<file path="src/rtl/key_sched_gen.sv">
// AES-128 key-expansion engine: latches a cipher key on start and then hands out
// round keys 0..10 one at a time over a valid/ready handshake.
module key_sched_gen #(
  parameter int NR = 10
) (
  input  logic             clk,
  input  logic             rst,
  input  logic             start,
  input  logic [3:0][31:0] key_i,
  output logic [3:0][31:0] rk_o,
  output logic [3:0]       rk_idx,
  output logic             rk_valid,
  input  logic             rk_ready,
  output logic             busy,
  output logic             done
);

  typedef enum logic [1:0] {IDLE, EMIT, CALC} state_t;

  localparam logic [3:0] LAST_IDX = 4'(NR);

  state_t           state_q;
  logic [3:0][31:0] w_q;
  logic [3:0][31:0] w_d;
  logic [3:0]       idx_q;
  logic [7:0]       rcon_q;
  logic [7:0]       rcon_d;
  logic             valid_q;
  logic             busy_q;
  logic             done_q;

  logic [31:0] rot_w;
  logic [31:0] sub_w;
  logic [31:0] t_w;
  logic [31:0] n0_w, n1_w, n2_w, n3_w;

  function automatic logic [7:0] xtime(input logic [7:0] a);
    return {a[6:0], 1'b0} ^ (a[7] ? 8'h1B : 8'h00);
  endfunction

  function automatic logic [7:0] gf_mul(input logic [7:0] a, input logic [7:0] b);
    logic [7:0] acc;
    logic [7:0] aa;
    acc = 8'h00;
    aa  = a;
    for (int i = 0; i < 8; i++) begin
      if (b[i]) acc = acc ^ aa;
      aa = xtime(aa);
    end
    return acc;
  endfunction

  // Forward S-box: multiplicative inverse as x^254 (maps 0 to 0), then the affine map.
  function automatic logic [7:0] sbox(input logic [7:0] x);
    logic [7:0] x2, x3, x6, x7, x14, x15, x30, x31, x62, x63, x126, x127, inv;
    x2   = gf_mul(x, x);
    x3   = gf_mul(x2, x);
    x6   = gf_mul(x3, x3);
    x7   = gf_mul(x6, x);
    x14  = gf_mul(x7, x7);
    x15  = gf_mul(x14, x);
    x30  = gf_mul(x15, x15);
    x31  = gf_mul(x30, x);
    x62  = gf_mul(x31, x31);
    x63  = gf_mul(x62, x);
    x126 = gf_mul(x63, x63);
    x127 = gf_mul(x126, x);
    inv  = gf_mul(x127, x127);
    return inv ^ {inv[6:0], inv[7]} ^ {inv[5:0], inv[7:6]} ^
           {inv[4:0], inv[7:5]} ^ {inv[3:0], inv[7:4]} ^ 8'h63;
  endfunction

  assign rot_w = {w_q[3][23:0], w_q[3][31:24]};

  for (genvar gi = 0; gi < 4; gi++) begin : g_sub
    assign sub_w[8*gi +: 8] = sbox(rot_w[8*gi +: 8]);
  end

  assign t_w    = sub_w ^ {rcon_q, 24'h000000};
  assign n0_w   = w_q[0] ^ t_w;
  assign n1_w   = w_q[1] ^ n0_w;
  assign n2_w   = w_q[2] ^ n1_w;
  assign n3_w   = w_q[3] ^ n2_w;
  assign w_d    = {n3_w, n2_w, n1_w, n0_w};
  assign rcon_d = xtime(rcon_q);

  always_ff @(posedge clk) begin
    if (rst) begin
      state_q <= IDLE;
      w_q     <= '0;
      idx_q   <= '0;
      rcon_q  <= 8'h01;
      valid_q <= 1'b0;
      busy_q  <= 1'b0;
      done_q  <= 1'b0;
    end else begin
      done_q <= 1'b0;
      unique case (state_q)
        IDLE: begin
          if (start) begin
            w_q     <= key_i;
            idx_q   <= '0;
            rcon_q  <= 8'h01;
            valid_q <= 1'b1;
            busy_q  <= 1'b1;
            state_q <= EMIT;
          end
        end
        EMIT: begin
          if (rk_ready) begin
            valid_q <= 1'b0;
            if (idx_q == LAST_IDX) begin
              busy_q  <= 1'b0;
              done_q  <= 1'b1;
              state_q <= IDLE;
            end else begin
              state_q <= CALC;
            end
          end
        end
        CALC: begin
          w_q     <= w_d;
          idx_q   <= idx_q + 4'd1;
          rcon_q  <= rcon_d;
          valid_q <= 1'b1;
          state_q <= EMIT;
        end
        default: begin
          valid_q <= 1'b0;
          busy_q  <= 1'b0;
          state_q <= IDLE;
        end
      endcase
    end
  end

  assign rk_o     = w_q;
  assign rk_idx   = idx_q;
  assign rk_valid = valid_q;
  assign busy     = busy_q;
  assign done     = done_q;

endmodule

</file>
<file path="config.mk">
export PLATFORM = sky130hd
export DESIGN_NAME = key_sched_gen
export DESIGN_NICKNAME = d
export VERILOG_FILES = /design/src/rtl/key_sched_gen.sv
export SDC_FILE = /design/constraint.sdc
export NUM_CORES = 2
export LEC_CHECK = 0
export BUFFER_PORTS_ARGS = -buffer_cell sky130_fd_sc_hd__buf_4
export CAP_MARGIN = 0
export CORE_UTILIZATION = 50
export CTS_BUF_LIST = sky130_fd_sc_hd__clkbuf_8
export CTS_CLUSTER_DIAMETER = 200
export CTS_CLUSTER_SIZE = 20
export DETAILED_ROUTE_END_ITERATION = 8
export GPL_ROUTABILITY_DRIVEN = 0
export PLACE_DENSITY_LB_ADDON = 0.15
export SYNTH_ARGS = -nofsm -noshare
export SYNTH_HDL_FRONTEND = slang
export SYNTH_SLANG_ARGS = --single-unit
</file>
<file path="constraint.sdc">
create_clock -name clk -period 30.5 [get_ports clk]
set_input_delay 4.575 -clock clk [delete_from_list [all_inputs] [get_ports clk]]
set_output_delay 4.575 -clock clk [all_outputs]
set_load 0.02 [all_outputs]
</file>
# After elaboration in Yosys (flattened, before gate mapping)
# Index checks and enable logic that the tools add are counted.
totals:
  word_cells: 1578
  in_bits: 132
  output_inout_bits: 135
  register_bits: 145
op_classes:
  n_addsub: 1
  n_reduce_logical: 6
  n_mux: 798
  bitwise_logic: 757
  eq_ne: 6
op_table:
  columns: ["op", "count"]
  rows:
  - ["two-way mux 8 bit", 417]
  - ["XOR 8 bit", 380]
  - ["XOR 8 x 5 -> 8 bit", 365]
  - ["two-way mux 5 bit", 365]
  - ["case mux 128 bit (2 select lines)", 1]
  - ["XOR 32 bit", 5]
  - ["two-way mux 128 bit", 1]
  - ["inverter 4 bit", 4]
  - ["case mux 8 bit (2 select lines)", 1]
  - ["case mux 4 bit (2 select lines)", 1]
  - ["two-way mux 2 bit", 3]
  - ["!= test 2 bit (second input constant)", 3]
  - ["case mux 1 bit (3 select lines)", 2]
  - ["case mux 2 bit (3 select lines)", 1]
  - ["two-way mux 1 bit", 5]
  - ["adder 4 x 1 -> 4 bit (second input constant)", 1]
  - ["equality test 4 bit (second input constant)", 1]
  - ["two-way mux 4 bit", 1]
  - ["AND reduction 2 bit", 2]
  - ["AND reduction 4 bit", 1]
  - ["inverter 1 bit", 3]
  - ["OR reduction 3 bit", 1]
  - ["equality test 2 x 1 -> 1 bit (second input constant)", 1]
  - ["equality test 2 bit (second input constant)", 1]
  - ["2 further kinds", 2]

# Longest topological paths before layout
depth:
  depth_word: 219
  mapped_depth: 97

# Worst setup path before layout
# OpenSTA, ideal clock, no wires.
synth_path:
  path_kind: "flip-flop to flip-flop"
  from: "reg w_q (netlist bit rk_o[111])"
  to: "reg w_q (netlist bit rk_o[116])"
  stages_incl_launch_ff: 93
  synth_period_minus_slack_ns: 22.815
  setup_time_ns: 0.086
  setup_slack_ns: 7.685
  arrival_time_ns: 22.729
  t_required_ns: 30.414
  path_cell_list: "dfxtp_1 > ha_1 > buf_4 > xnor2_4 > and2_2 > xnor3_1 > buf_4 > xnor3_1 > xnor2_1 > nor2_1 > xnor3_1 > xor2_1 > buf_2 > ha_1 > xnor3_1 > xor2_1 > nor2_1 > xnor2_2 > [57 not listed] > xnor2_2 > buf_4 > xnor3_1 > nor2_1 > xnor3_1 > xor2_1 > buf_2 > inv_2 > ha_1 > xor2_1 > mux2_2 > mux2i_1 > xnor2_1 > xor3_2 > xnor2_2 > xnor2_4 > xnor3_1 > a221oi_2"
synth_between:
  elab_chain_cells: 211
synth_rtl:
  columns: ["element", "line_no", "source"]
  rows:
  - ["start: declaration", "23", "logic [3:0][31:0] w_q;"]
  - ["start signal: assignment", "101", "w_q <= key_i;"]
  - ["start signal: assignment", "122", "w_q <= w_d;"]
  - ["two-way mux 5 bit or two-way mux 8 bit (tied branches)", "38, 47", null]
  - ["XOR 8 x 5 -> 8 bit or XOR 8 bit (tied branches)", "38, 47", null]
  - ["XOR 8 bit or two-way mux 8 bit (tied branches)", "47", "if (b[i]) acc = acc ^ aa;"]
  - ["two-way mux 8 bit or XOR 8 bit (tied branches)", "47", null]
  - ["XOR 8 bit or two-way mux 8 bit (tied branches)", "47", null]
  - ["two-way mux 8 bit or XOR 8 bit (tied branches)", "47", null]
  - ["XOR 8 bit or two-way mux 8 bit (tied branches)", "47", null]
  - ["two-way mux 8 bit or XOR 8 bit (tied branches)", "47", null]
  - ["[193 not listed]", null, null]
  - ["XOR 8 bit (3 in a row)", "69", "return inv ^ {inv[6:0], inv[7]} ^ {inv[5:0], inv[7:6]} ^"]
  - ["XOR 8 bit (*)", "70", "{inv[4:0], inv[7:5]} ^ {inv[3:0], inv[7:4]} ^ 8'h63;"]
  - ["XOR 32 bit (*)", "79", "assign t_w = sub_w ^ {rcon_q, 24'h000000};"]
  - ["XOR 32 bit (*)", "80", "assign n0_w = w_q[0] ^ t_w;"]
  - ["XOR 32 bit (*)", "81", "assign n1_w = w_q[1] ^ n0_w;"]
  - ["XOR 32 bit (*)", "82", "assign n2_w = w_q[2] ^ n1_w;"]
  - ["XOR 32 bit (*)", "83", "assign n3_w = w_q[3] ^ n2_w;"]
  - ["case mux 128 bit (2 select lines) (*)", "98", "unique case (state_q)"]
# Every way passes the cells marked *; elsewhere a longest branch is shown, timed or not.
# A chain may end at the register's enable or synchronous reset.

# Final worst setup path
layout_path:
  from: "reg w_q (netlist bit rk_o[111])"
  to: "reg w_q (netlist bit rk_o[112])"
layout_between:
  elab_chain_cells: 212
layout_rtl:
  columns: ["element", "line_no"]
  rows:
  - ["two-way mux 5 bit or two-way mux 8 bit (tied branches)", "38, 47"]
  - ["XOR 8 x 5 -> 8 bit or XOR 8 bit (tied branches)", "38, 47"]
  - ["XOR 8 bit or two-way mux 8 bit (tied branches)", "47"]
  - ["two-way mux 8 bit or XOR 8 bit (tied branches)", "47"]
  - ["XOR 8 bit or two-way mux 8 bit (tied branches)", "47"]
  - ["two-way mux 8 bit or XOR 8 bit (tied branches)", "47"]
  - ["XOR 8 bit or two-way mux 8 bit (tied branches)", "47"]
  - ["two-way mux 8 bit or XOR 8 bit (tied branches)", "47"]
  - ["[196 not listed]", null]
  - ["XOR 8 bit (*)", "70"]
  - ["inverter 4 bit (no source line) (*)", null]
  - ["XOR 32 bit (*)", "79"]
  - ["XOR 32 bit (*)", "80"]
  - ["XOR 32 bit (*)", "81"]
  - ["XOR 32 bit (*)", "82"]
  - ["XOR 32 bit (*)", "83"]
  - ["case mux 128 bit (2 select lines) (*)", "98"]
# Marked as above.

==> impl_summary.md <==
Floorplan
The total area inside the core boundary comes to 132000 sq um. For this design the top-level I/O count stands at 267. For this configuration, the core starts out at a cell density of 0.506. The die covers 135000 sq um. The y dimension of the die is 368 um. In this run the horizontal extent of the chip is 368 um.

The placement row count is 133.

Placement
The HPWL after detailed placement is 173000 um. The number of input and output port buffers inserted is 266. The count of placed standard cells including taps is 9860.

Timing
The number of hold violations in the final report was 0. The minimum clock period after layout is 28.75 ns. Static timing analysis puts the maximum clock frequency at 0.0348 GHz. Setup violations remaining at the end of the flow were counted as 0. Clock skew on the completed layout was measured at 0.0186 ns.

The count of final max-slew check failures came to 0. Headroom to the max-slew limit came out at 0.113. After routing, the total negative slack on setup checks comes to 0 ns. Setup repair after global routing left no endpoint under its margin. The final period utilization is 0.943. The transition time at the pin with the least slew margin is 1.33 ns.

CTS
CTS placed an instance of sky130_fd_sc_hd__clkbuf_8 at the clock tree root. The number of H-tree levels is 4. The clock insertion delay at the later pin of the skew report is 0.65 ns.

The buffer levels on the longest clock path is 2. Clock-pin slew was measured on the worst setup and hold paths at 0.11 ns. The number of clock sinks is 145. The clock buffer count from CTS is 17. The TritonCTS clock tree is done.

Finish
Measured on the finished design, the core utilization comes to 0.529. From synthesis to final layout, the design area changed by 4.57%. Of the cells placed in the final design, the portion with a size suffix greater than 1 is 0.120.

The finished layout holds 9895 standard cells, fillers aside. After the last flow step, the layout net total stands at 8286. The number of fill cells in the layout is 12.6k.

Drt
The total DRC errors in the routed layout is 0. The final routed wirelength across all metal layers is 238000 um. The detail route stage leaves a number of antenna-violating nets equal to 0. The number of detailed-route iterations in the first pass is 8. The via density per instance is 6.34.

The routed wire length per instance is 24.0 um. For this block, the initial DRC count from the detailed router was 7189. The detailed router placed 62.7k vias in this run.

Synth
Of the synthesized area, sequential elements account for 0.0434. The cell count after synthesis came out at 8289. The average instance area after synthesis is 8.07 sq um. After synthesis the cells add up to 66900 sq um. By area, the combinational part of the netlist is dominated by XOR/XNOR gates. The area share of xor/xnor cells in the synthesized design is 0.489. The synthesized design contains 145 register bits. The complex-gate fraction of the synthesized area is 0.177.

In this run, distinct cell masters in the synthesized netlist total 139. Counting flops with an async set or reset pin after synthesis yields a share of 0. The basic-gate share of the synthesized area counting and, or, nand and nor cells is 0.188. When the netlist entered floorplanning its net count stood at 8451.

The fraction of the mapped netlist area in adder cells is 0.00561. In the synthesized netlist the dominant register cell turns out to be sky130_fd_sc_hd__dfxtp_1. Measured against the total synthesized area, the mux share comes to 0.0458.

Yosys mapped a number of flops with a built-in enable equal to 0. The total of warnings raised by yosys is 0.

Global route
The global route total overflow is 0. Across every metal layer, demand over resource in global routing totals 0.338. The number of global-route vias before repair is 57.8k. The number of antenna violations at the first check in global routing is 9.

The global-route wire length before repair is 360000 um. Entering global routing, the biggest net connects 74 pins.

Setup path
The most critical setup path has its endpoint at rk_o[112]. In this run the worst setup path begins at rk_o[111]. The maximum fanout along the worst path is 40. Among the stages of the critical path, the cell type that occurs most often is sky130_fd_sc_hd__xnor3_1. In this run the critical register-to-register path is captured at rk_o[112].

The endpoint kind of the worst setup timing path is a flop. The number of cells traversed by the worst register-to-register path is 76. Data on the critical path is required at its endpoint by 30.99 ns.

The master of the slowest instance on the critical path is sky130_fd_sc_hd__xnor2_1. The worst setup path is of the reg2reg kind. The worst register-to-register path begins at rk_o[111]. The critical path startpoint category is a flop. At the worst endpoint, the arrival time is 29.24 ns. The reg-to-reg setup timing slack is 1.75 ns. The largest incremental delay on the critical path is 1.01 ns.

Job
The number of maximum-capacitance violations is 0.

Worst hold path
The path class of the tightest hold or removal check is reg2reg. The number of cells on the worst hold path is 2.

Status
The run finished with clean final reports.
## timing repair
| item | CTS | global route |
|---|---|---|
| resized for setup | 0 | 4 |
| hold buffers | 0 | 0 |
| buffers inserted | 0 | 0 |
| endpoints found under the setup margin | 0 | 13 |
## cell usage after synthesis (all sizes together), types with 27 or more instances
cell type	n	area [sq um]
a211o	31	272
or2	27	169
or3	40	255
o22ai	78	500
a211oi	96	748
a31oi	43	290
xnor3	465	10500
buf	298	1700
nand2b	84	526
xor2	590	5740
a221oi	73	724
a222oi	27	270
and2	55	345
nand4	37	231
a21o	45	338
nand2	1039	3930
xor3	83	1980
nand3b	33	248
a21oi	323	1650
and3	70	438
xnor2	1472	14400
nor4	64	434
mux2	48	541
inv	124	465
nor3	202	1040
nor2	822	3110
mux2i	246	2500
o21a	29	218
dfxtp	145	2900
ha	30	375
nand3	180	901
nor2b	55	354
o221ai	40	357
clkbuf	316	1190
a22oi	136	1080
o211ai	65	488
a22o	31	272
o21ai	359	1800
## worst max-delay path, delay by kind of cell, from the launching register on
kind | cells | cell delay (ns)
DFF | 1 | 0.99
adders and majority gates | 6 | 2.44
AOI/OAI and AO/OA | 8 | 1.82
muxes | 1 | 0.26
xor gates and xnor gates | 45 | 20.07
buffers and inverters | 6 | 1.29
and+or+nand+nor | 10 | 1.62
## sequential cells by signal, summed over array words and instances (netlist names)
register	cells
rk_o	128
rk_valid	1
rk_idx	4
busy	1
state_q	2
rcon_q	8
done	1
## routing by layer
metal	vias up	global-route usage	wire length, um
li1	28700	-	-
met1	30300	0.479	101000
met2	3270	0.511	103000
met3	429	0.0653	25700
met4	8	0.116	8250
met5	-	0	62
## worst min path at each step
stage	startpoint	to	slack (ns)
floorplan	rcon_q[0]	rcon_q[0]	0.51
CTS	rk_valid	rk_valid	0.49
detailed placement	rk_valid	rk_valid	0.48
global route	rk_o[70]	rk_o[70]	0.52
finish	rk_valid	rk_valid	0.49
global placement	rk_valid	rk_valid	0.47
## cells by family (layout without fill, tap and decap cells)
group | after synthesis | in the layout
xor gates and xnor gates | 2610 | 2610
buffers and inverters | 750 | 598
AOI/OAI and AO/OA | 1681 | 1681
other | 0 | 3
muxes | 295 | 295
DFF | 145 | 145
and+or+nand+nor | 2778 | 2778
adders and majority gates | 30 | 30
## cell usage in the layout, fill, tap and decap left out, types with 33 or more instances in the layout
master / n
sky130_fd_sc_hd__xnor2_1: 1300
sky130_fd_sc_hd__or3_1: 39
sky130_fd_sc_hd__a22oi_1: 126
sky130_fd_sc_hd__a21oi_1: 317
sky130_fd_sc_hd__xor2_2: 48
sky130_fd_sc_hd__nand3b_1: 33
sky130_fd_sc_hd__mux2i_1: 243
sky130_fd_sc_hd__a211oi_1: 92
sky130_fd_sc_hd__a31oi_1: 41
sky130_fd_sc_hd__dfxtp_1: 111
sky130_fd_sc_hd__inv_2: 34
sky130_fd_sc_hd__xor3_1: 74
sky130_fd_sc_hd__and2_1: 50
sky130_fd_sc_hd__o22ai_1: 76
sky130_fd_sc_hd__xnor3_2: 38
sky130_fd_sc_hd__nor2b_1: 51
sky130_fd_sc_hd__a221oi_1: 63
sky130_fd_sc_hd__buf_4: 429
sky130_fd_sc_hd__nor2_1: 811
sky130_fd_sc_hd__and3_1: 70
sky130_fd_sc_hd__o221ai_1: 39
sky130_fd_sc_hd__nand2b_1: 84
sky130_fd_sc_hd__o211ai_1: 65
sky130_fd_sc_hd__nor3_1: 196
sky130_fd_sc_hd__nand3_1: 180
sky130_fd_sc_hd__nand2_1: 1029
sky130_fd_sc_hd__inv_1: 92
sky130_fd_sc_hd__xor2_1: 530
sky130_fd_sc_hd__o21ai_0: 302
sky130_fd_sc_hd__nor4_1: 60
sky130_fd_sc_hd__xnor2_2: 146
sky130_fd_sc_hd__a21o_1: 45
sky130_fd_sc_hd__mux2_2: 41
sky130_fd_sc_hd__o21ai_1: 54
sky130_fd_sc_hd__nand4_1: 37
sky130_fd_sc_hd__xnor3_1: 427
## stage by stage
step / worst slack, ns / area (sq um) / hold WS (ns)
3_3_place_gp: 1.61 / 69500 / 0.471
5_1_grt: 0.0996 / 69900 / 0.518
4_1_cts: 1.16 / 69900 / 0.490
6_report: 1.75 / 69900 / 0.492
2_1_floorplan: 7.69 / 66900 / 0.508
3_5_place_dp: 1.28 / 69500 / 0.475
## area by class of cell
class | count | area [sq um] | area share
diodes | 3 | 7.51 | 0.000107
clock inverters | 14 | 123 | 0.00175
multi-input cells | 7394 | 60600 | 0.867
flip-flops and latches | 145 | 2950 | 0.0422
well taps | 1755 | 2200 | 0.0314
inverters | 136 | 510 | 0.00730
repair buffers | 430 | 3240 | 0.0463
clock buffers | 18 | 248 | 0.00354
Power is left out: the tool's default activity adds up to more than one toggle a clock period on the data nets, which glitch-free logic cannot reach.
